==> src/rtl/seg7_pkg.sv <==
// Shared constants for the 7-segment scan decoder: digit patterns, special codes
// and the settle-FSM state encoding.
package seg7_pkg;

  localparam logic [6:0] SEG_0 = 7'h3F;
  localparam logic [6:0] SEG_1 = 7'h06;
  localparam logic [6:0] SEG_2 = 7'h5B;
  localparam logic [6:0] SEG_3 = 7'h4F;
  localparam logic [6:0] SEG_4 = 7'h66;
  localparam logic [6:0] SEG_5 = 7'h6D;
  localparam logic [6:0] SEG_6 = 7'h7D;
  localparam logic [6:0] SEG_7 = 7'h07;
  localparam logic [6:0] SEG_8 = 7'h7F;
  localparam logic [6:0] SEG_9 = 7'h6F;

  localparam logic [6:0] SEG_BLANK    = 7'h00;
  localparam logic [3:0] CODE_BLANK   = 4'hF;
  localparam logic [3:0] CODE_INVALID = 4'hE;

  typedef enum logic [1:0] {
    ST_IDLE   = 2'd0,
    ST_SETTLE = 2'd1,
    ST_HOLD   = 2'd2
  } settle_state_e;

endpackage

==> src/rtl/seg7_pattern_decode.sv <==
// Combinational segment-pattern to digit-code converter; unknown patterns map
// to CODE_INVALID with the invalid flag raised.
module seg7_pattern_decode
  import seg7_pkg::*;
(
  input  logic [6:0] seg7,
  output logic [3:0] code,
  output logic       invalid
);

  always_comb begin
    invalid = 1'b0;
    case (seg7)
      SEG_0:     code = 4'h0;
      SEG_1:     code = 4'h1;
      SEG_2:     code = 4'h2;
      SEG_3:     code = 4'h3;
      SEG_4:     code = 4'h4;
      SEG_5:     code = 4'h5;
      SEG_6:     code = 4'h6;
      SEG_7:     code = 4'h7;
      SEG_8:     code = 4'h8;
      SEG_9:     code = 4'h9;
      SEG_BLANK: code = CODE_BLANK;
      default: begin
        code    = CODE_INVALID;
        invalid = 1'b1;
      end
    endcase
  end

endmodule

==> src/rtl/seg7_scan_decoder.sv <==
// Multiplexed 7-segment receive decoder: settles on each one-hot digit select,
// captures the decoded digit, and offers complete frames on a one-entry output.
// Invalid-pattern reporting (err / frame_err) is built only with SEG7_SCAN_ERRCHK_EN.
//
//   state     | meaning
//   ST_IDLE   | dig_sel zero or multi-hot, nothing tracked
//   ST_SETTLE | one-hot value seen, waiting for it to hold SETTLE_CYC cycles
//   ST_HOLD   | digit captured, waiting for dig_sel to change
module seg7_scan_decoder
  import seg7_pkg::*;
#(
  parameter int DIGITS     = 4,
  parameter int SETTLE_CYC = 3
) (
  input  logic                  clk,
  input  logic                  rst_n,
  input  logic [6:0]            seg7,
  input  logic                  dp,
  input  logic [DIGITS-1:0]     dig_sel,
  output logic [4*DIGITS-1:0]   num_out,
  output logic [DIGITS-1:0]     dp_out,
  output logic                  out_valid,
  input  logic                  out_ready,
  output logic                  frame_err,
  output logic                  err,
  output logic                  ovf
);

  localparam int         IDX_W       = (DIGITS > 1) ? $clog2(DIGITS) : 1;
  localparam logic [3:0] SETTLE_LOAD = 4'(SETTLE_CYC - 1);

  logic [3:0] code;
  logic       code_bad;

  seg7_pattern_decode u_decode (
    .seg7    (seg7),
    .code    (code),
    .invalid (code_bad)
  );

  settle_state_e      state;
  logic [DIGITS-1:0]  sel_q;
  logic [3:0]         cnt;
  logic               one_hot;
  logic               new_sel;
  logic               capture;
  logic [IDX_W-1:0]   cap_idx;

  always_comb begin
    one_hot = (dig_sel != '0) && ((dig_sel & (dig_sel - DIGITS'(1))) == '0);
    new_sel = one_hot && ((state == ST_IDLE) || (dig_sel != sel_q));
    if (new_sel)
      capture = (SETTLE_CYC == 1);
    else
      capture = one_hot && (state == ST_SETTLE) && (cnt == 4'd1);
  end

  always_comb begin
    cap_idx = '0;
    for (int i = 0; i < DIGITS; i++)
      if (dig_sel[i]) cap_idx = IDX_W'(i);
  end

  // cnt counts down the remaining settle cycles; terminal count 1 means capture now
  always_ff @(posedge clk or negedge rst_n) begin
    if (!rst_n) begin
      state <= ST_IDLE;
      sel_q <= '0;
      cnt   <= '0;
    end else if (new_sel) begin
      sel_q <= dig_sel;
      cnt   <= SETTLE_LOAD;
      state <= (SETTLE_CYC == 1) ? ST_HOLD : ST_SETTLE;
    end else if (!one_hot) begin
      state <= ST_IDLE;
    end else if (state == ST_SETTLE) begin
      if (cnt == 4'd1)
        state <= ST_HOLD;
      else
        cnt <= cnt - 4'd1;
    end
  end

  logic [4*DIGITS-1:0] slots;
  logic [DIGITS-1:0]   slot_dp;
  logic [DIGITS-1:0]   mask;
  logic [DIGITS-1:0]   mask_nxt;
  logic                frame_done;
  logic                frame_pend;
  logic                load_out;

  always_comb begin
    mask_nxt   = mask | (DIGITS'(1) << cap_idx);
    frame_done = capture && (&mask_nxt);
    load_out   = frame_pend && (!out_valid || out_ready);
  end

  always_ff @(posedge clk or negedge rst_n) begin
    if (!rst_n) begin
      slots      <= '0;
      slot_dp    <= '0;
      mask       <= '0;
      frame_pend <= 1'b0;
    end else begin
      frame_pend <= frame_done;
      if (capture) begin
        slots[4*int'(cap_idx) +: 4] <= code;
        slot_dp[cap_idx]            <= dp;
        mask                        <= frame_done ? '0 : mask_nxt;
      end
    end
  end

  always_ff @(posedge clk or negedge rst_n) begin
    if (!rst_n) begin
      num_out   <= '0;
      dp_out    <= '0;
      out_valid <= 1'b0;
      ovf       <= 1'b0;
    end else begin
      ovf <= frame_pend && !load_out;
      if (load_out) begin
        num_out   <= slots;
        dp_out    <= slot_dp;
        out_valid <= 1'b1;
      end else if (out_valid && out_ready) begin
        out_valid <= 1'b0;
      end
    end
  end

`ifdef SEG7_SCAN_ERRCHK_EN
  logic [DIGITS-1:0] bad;
  logic [DIGITS-1:0] bad_nxt;
  logic              frame_bad_pend;
  logic              bad_cap_q;

  always_comb begin
    bad_nxt          = bad;
    bad_nxt[cap_idx] = code_bad;
  end

  always_ff @(posedge clk or negedge rst_n) begin
    if (!rst_n) begin
      bad            <= '0;
      frame_bad_pend <= 1'b0;
      bad_cap_q      <= 1'b0;
      err            <= 1'b0;
      frame_err      <= 1'b0;
    end else begin
      bad_cap_q <= capture && code_bad;
      err       <= bad_cap_q;
      if (capture) begin
        bad            <= frame_done ? '0 : bad_nxt;
        frame_bad_pend <= |bad_nxt;
      end
      if (load_out)
        frame_err <= frame_bad_pend;
    end
  end
`else
  assign err       = 1'b0;
  assign frame_err = 1'b0;
`endif

endmodule
==> config.mk <==
export PLATFORM = sky130hd
export DESIGN_NAME = seg7_scan_decoder
export DESIGN_NICKNAME = d
export VERILOG_FILES = /design/src/rtl/seg7_pkg.sv /design/src/rtl/seg7_pattern_decode.sv /design/src/rtl/seg7_scan_decoder.sv
export SDC_FILE = /design/constraint.sdc
export NUM_CORES = 1
export LEC_CHECK = 0
export BUFFER_PORTS_ARGS = -buffer_cell sky130_fd_sc_hd__buf_2
export CAP_MARGIN = 15
export CORE_MARGIN = 2
export CORE_UTILIZATION = 30
export CTS_BUF_LIST = sky130_fd_sc_hd__clkbuf_2 sky130_fd_sc_hd__clkbuf_4 sky130_fd_sc_hd__clkbuf_8
export CTS_CLUSTER_DIAMETER = 30
export DETAILED_ROUTE_END_ITERATION = 16
export PLACE_DENSITY = 0.5
export SYNTH_ARGS = -nofsm -noshare
export SYNTH_HDL_FRONTEND = slang
export SYNTH_HIERARCHICAL = 1
export SYNTH_SLANG_ARGS = --single-unit
==> constraint.sdc <==
create_clock -name clk -period 2.53 [get_ports clk]
set_input_delay 0.1265 -clock clk [delete_from_list [all_inputs] [get_ports clk]]
set_output_delay 0.1265 -clock clk [all_outputs]
set_load 0.05 [all_outputs]
==> results of run 1 <==
[cell usage in the layout (no fill, tap or decap), types with 5 or more instances in the layout]
master    Yosys  routed
a21oi_1       9       9
buf_2         3      36
buf_4         3       5
clkbuf_8      0      11
dfrtp_1      57      57
ha_1         10      10
inv_1        27      27
mux2_2        6       6
mux2i_1      16      16
nand2_1      35      35
nand4_1      10      10
nor2_1       10      10
nor3_1        5       5
o21ai_0      19      19
xnor2_1       7       7
[final timing paths]
check	start	end	slack, ns	cells after the start
min reg2reg	frame_pend	out_valid	0.46	2
min	dp	slot_dp[1]	0.05	2
max reg2reg	cnt[1]	slot_dp[3]	0.51	6
max	cnt[1]	slot_dp[3]	0.51	6
max in group asynchronous	rst_n	sel_q[2]	1.58	3
min in group asynchronous	rst_n	sel_q[3]	0.45	3
[layout make-up]
class                      count  area [sq um]  share of cell area [%]
sequential                    57          1430                    40.1
multi-input combinational    186          1380                    38.7
timing repair buffer          42           228                    6.41
tap                          133           166                    4.68
clock buffer                  12           159                    4.47
inverter                      27           101                    2.85
clock inverter                 4          98.8                    2.78
[registers in the layout, summed over array words and instances, names as in the netlist]
name        flops
num_out        16
slots          16
cnt             4
dp_out          4
mask            4
sel_q           4
slot_dp         4
state           2
frame_pend      1
out_valid       1
ovf             1
[metrics by stage]
| step | utilization (%) | power (W) | cell area [sq um] | std cells |
|---|---|---|---|---|
| after detailed placement | 33.8 | 0.00116 | 3290 | 444 |
| final | 36.5 | 0.00224 | 3550 | 461 |
| after global routing | 36.5 | 0.00235 | 3550 | 461 |
| after floorplan | - | 0.00110 | 3000 | 284 |
| after CTS | 36.5 | 0.00227 | 3550 | 461 |
| after global placement | 33.8 | 0.00116 | 3290 | 444 |
[routing by layer]
layer / vias up / global-route usage, % / wire [microns]
met3: 11 / 3.57 / 231
li1: 1057 / - / -
met5: - / 0 / 0
met1: 991 / 15.9 / 2870
met4: 0 / 5.21 / 112
met2: 35 / 17.1 / 2490
[power breakdown]
group / internal, W / leakage, nW / switching [W] / total [W]
registers: 0.000927 / 0.678 / 0.0000117 / 0.000939
logic: 0.0000738 / 1.04 / 0.000130 / 0.000204
clock network: 0.000721 / 0.130 / 0.000381 / 0.00110
total: 0.00172 / 1.84 / 0.000523 / 0.00224
[kinds of logic after synthesis]
family	share of synthesized area, %
buffers and inverters	6.68
adders and majority gates	4.17
AOI/OAI and AO/OA	9.89
muxes	9.10
and+or+nand+nor	20.4
other	0.125
xor gates and xnor gates	2.05
DFF	47.6
==> metrics.txt, run 1 <==
TritonRoute pass-1 iters 4; Core Area a little under 10000 sq um; wire per inst 12.4 microns; Setup Fix Bufs, Post-CTS 0; Final Skew 0.0116 ns; port bufs 36; die height a little over 100 microns; clk sinks 57; via count 2094; startpoint class of the critical path flip-flop; vias per cell 4.54; CTS resizes 0; fmax 494 MHz; share of Yosys cell area claimed by the top area cell type 47.6%; crit path DAT 2.25 ns; top cell family by delay on the critical path simple AND/OR/NAND/NOR gates; largest net degree at the start of global routing 58; GR Overflow Total 0; Seq cells post-synth 57; Main synth FF type dfrtp_1; initial antenna violation count 0; CP max FO 9; Critical Path Max Stage Delay 0.52 ns; post-synth design cell area 3000 sq um; Cell Rows 36; Residual DRC 0; crit-path cells inv_1 > ha_1 > or3b_2 > nor2_8 > nand4_1 > mux2_1; clk slew on worst S/H paths 0.06 ns; clock tree root driver cell clkbuf_8; CTS tree done; Synth Warn # 6; most frequent cell after synthesis dfrtp_1; Iter 0 DRT Violations 87; Mapped Cells 283; # fillers approximately 1000; clk_lat worst skew 0.34 ns; WP buf/inv 1; drt total wl 5700 microns; remaining antenna violation count 0; Worst VDD drop 0.000262 V; top cells by area, synth dfrtp_1 48%, mux2i_1 5.3%, nand2_1 4.4%, ha_1 4.2%, inv_1 3.4%; first-pass GRT wire length 10200 microns; number of diodes 0; slew margin rel. a little under two fifths; Req. time, crit path 2.75 ns; Post-synth EDFFs 0; post-synthesis sequential area ratio 47.6%; Max Slew Vio Count 0; hold slack ~0.055 ns; setup violators final 0; Slew @ Worst Pin 0.932 ns; Max Cap Violations 0; H-Tree Depth 3; fin crit period around 2.0 ns; Initial Utilization a little under a third; Pleak ~1.8 nW; Post-synth top cells 57 x dfrtp_1, 35 x nand2_1, 27 x inv_1, 19 x o21ai_0, 16 x mux2i_1; GRT Total Usage between 10% and 20%; Die ar. 10800 sq um; Max stage delay cell, worst path or3b_2; Power Density 631 nW/um^2; period utilization 80.0%; layout cells sized above 1 24.4%; clock tree buffer depth 2; GPL Wtd Cong roughly 0.77; io pins 39; vias in the first global route 2053; CTS Buf Count 9; CP Capture Type flip-flop; Final Hold Vio Count 0; status complete, no violations; worst slack, placed approximately 0.43 ns; async set or reset register ratio after synthesis 100%; Total Neg Setup Slack 0 ns; DPL Wire Length 4140 microns; RSZ-0062 raised after global routing false; area leader, netlist dfrtp_1; Final #Nets 348; Setup Crit Path Kind flip-flop to flip-flop; post-route worst setup slack 0.505 ns; die width 104 microns; CTS Hold Bufs 1; area grow syn2layout 18.6%; Mean Syn Cell Area about 11 sq um; HP Class primary input to flip-flop; Synth cell types between 50 and 60
No activity file was read; power rests on OpenSTA's default activity.
==> inputs of run 2 (changes only) <==
- PLACE_DENSITY: 0.5 -> 0.52
- clock period: 2.53 -> 1.8 ns (I/O delays scaled with it)
==> run 2 against run 1 <==
Compared with the run above:
- combinational power is 56% higher
- worst setup slack got worse by 0.47 ns
- clock skew rose by 0.0026 ns
- count of clock-buffer cells in the layout is the same
- via count rose by 4.2%
- non-clock buffer count is 20 higher
- core utilization up 1.7 points
- die area did not move
- critical path depth is the same
- routed wire length grew 1.5%
- critical path type unchanged
==> metrics.txt, run 2 (same netlist as run 1, synthesis figures left out) <==
multi-input logic area 1410 sq um (+2.5%); largest net degree at the start of global routing 37 (-36%); vias per cell 4.54 (-0.13%); first-pass GRT wire length 10200 microns (-0.61%); worst slack, placed -0.0652 ns (-0.496 ns); via count 2182 (+4.2%); initial antenna violation count 0 (unchanged); area grow syn2layout 24.1%; die height 104 microns (unchanged); layout cells sized above 1 30.5% (+6.1 points); Critical Path Sink slot_dp[3]; top cell family by delay on the critical path simple AND/OR/NAND/NOR gates; Final Total Pwr 0.00291 W (+30%); GPL Wtd Cong 0.815 (+6.4%); TritonRoute pass-1 iters 4 (unchanged); Residual DRC 0 (unchanged); largest registers num_out: 16 flops, slots: 16 flops; WP buf/inv 1 (unchanged); fin crit period 1.76 ns (-0.260 ns); status complete, no violations; Max Cap Violations 0 (unchanged); Worst VDD drop 0.000366 V (+39%); Initial Utilization 30.8% (unchanged); io pins 39 (unchanged); commonest non-fill, non-tap cell in the layout dfrtp_1; setup slack, reg-to-reg 0.04 ns (-0.47 ns); GR Overflow Total 0 (unchanged); Final Hold Vio Count 0 (unchanged); CP startpoint cnt[1]; wire per inst 12.0 microns (-2.7%); remaining antenna violation count 0 (unchanged); drt total wl 5790 microns (+1.5%); die width 104 microns (unchanged); clk sinks 57 (unchanged); HP Class primary input to flip-flop; Critical Path Max Stage Delay 0.41 ns (-0.11 ns); clock tree root driver cell clkbuf_8; # fillers 980 (-1.5%); Critical Path Stages 6 (unchanged); Pleak 1.93 nW (+4.7%); CTS tree done; startpoint class of the critical path flip-flop; crit-path cells inv_2 > ha_4 > or3b_4 > nor2_8 > nand4_1 > mux2_4; Slew @ Worst Pin 0.935 ns (+0.00361 ns); Final Skew 0.0142 ns (+0.00261 ns); DPL Wire Length 4300 microns (+3.9%); GRT Total Usage 11.5% (-0.18 points); clk slew on worst S/H paths 0.08 ns (+0.02 ns); commonest non-fill, non-tap cells in the layout 57 x dfrtp_1, 36 x buf_2, 35 x nand2_1; Max stage delay cell, worst path or3b_4; RR Endpoint slot_dp[3]; H-Tree Depth 3 (unchanged); period utilization 98.0% (+18 points); number of diodes 0 (unchanged); port bufs 36 (unchanged); Core Area 9730 sq um (unchanged); RSZ-0062 raised after global routing true; hold slack 0.0314 ns (-0.0232 ns); Req. time, crit path 2.01 ns (-0.74 ns); CP max FO 6 (-3); FF-to-FF path depth 6 (unchanged); Die ar. 10800 sq um (unchanged); slew margin rel. 36.8% (-0.24 points); CTS Buf Count 9 (unchanged); register area 1430 sq um (unchanged); post-route worst setup slack 0.0356 ns (-0.470 ns); Cell Rows 36 (unchanged); Final #Nets 368 (+5.7%); CP Capture Type flip-flop; fmax 567 MHz (+15%); reg2reg start cnt[1]; clock tree buffer depth 2 (unchanged); Max Slew Vio Count 0 (unchanged); clk_lat worst skew 0.33 ns (about the same); Iter 0 DRT Violations 79 (-9.2%); setup violators final 0 (unchanged); vias in the first global route 2161 (+5.3%); crit path DAT 1.98 ns (-0.27 ns); Setup Crit Path Kind flip-flop to flip-flop; Power Density 783 nW/um^2 (+24%)
## run 2: changes by cell type in the layout (fill, tap and decap cells not counted), moves of 2 or more
| cell | previous run | this run |
|---|---|---|
| buf_4 | 5 | 23 |
| buf_12 | 0 | 2 |
| bufinv_16 | 3 | 1 |
| clkinvlp_4 | 0 | 2 |
| mux2_1 | 4 | 2 |
| mux2_4 | 0 | 2 |
## run 2: worst min path at each step
stage | startpoint | end | cells past startpoint
3_5_place_dp | rst_n | dp_out[2] | 1
2_1_floorplan | rst_n | cnt[0] | 0
3_3_place_gp | rst_n | dp_out[1] | 1
4_1_cts | dp | slot_dp[1] | 2
6_report | dp | slot_dp[1] | 2
5_1_grt | dp | slot_dp[1] | 2
## run 2: routing by layer
metal / vias up / GRT usage (%) / routed length, microns
met2: 38 / 17.7 / 2630
met5: - / 0 / 0
met4: 0 / 4.05 / 73
met3: 7 / 3.57 / 213
li1: 1093 / - / -
met1: 1044 / 15.3 / 2880
## run 2: worst reg2reg max path, cell delays in order, from the launching register on
cell and delay, ns:
dfrtp_1 0.40, inv_2 0.08, ha_4 0.12, or3b_4 0.41, nor2_8 0.15, nand4_1 0.16
mux2_4 0.33
## run 2: power by group
group          internal [W]  switching (W)  total, W
Combinational      0.000132       0.000187  0.000319
Sequential          0.00130      0.0000163   0.00132
Clock              0.000750       0.000526   0.00128
Total               0.00218       0.000729   0.00291
## run 2: layout make-up
class,count,share of cell area [%]
clock buffer,12,4.44
timing repair buffer,62,10.8
multi-input combinational,186,37.9
inverter,27,2.72
tap,133,4.47
clock inverter,4,1.34
sequential,57,38.3
## run 2: per-stage QoR
| stage | area (sq um) | std cells | setup TNS, ns | utilization, % |
|---|---|---|---|---|
| 4_1_cts | 3690 | 480 | 0 | 37.9 |
| 3_3_place_gp | 3460 | 463 | -0.0222 | 35.6 |
| 6_report | 3720 | 481 | 0 | 38.2 |
| 3_5_place_dp | 3460 | 463 | -0.221 | 35.6 |
| 2_1_floorplan | 3010 | 284 | 0 | - |
| 5_1_grt | 3720 | 481 | -0.0661 | 38.2 |
## run 2: what timing repair did
item / CTS / global route
endpoints found under the setup margin: 0 / 22
hold buffers: 1 / 0
setup buffers: 0 / 1
resized for setup: 0 / 6
endpoints found under the hold margin: 21 / 0
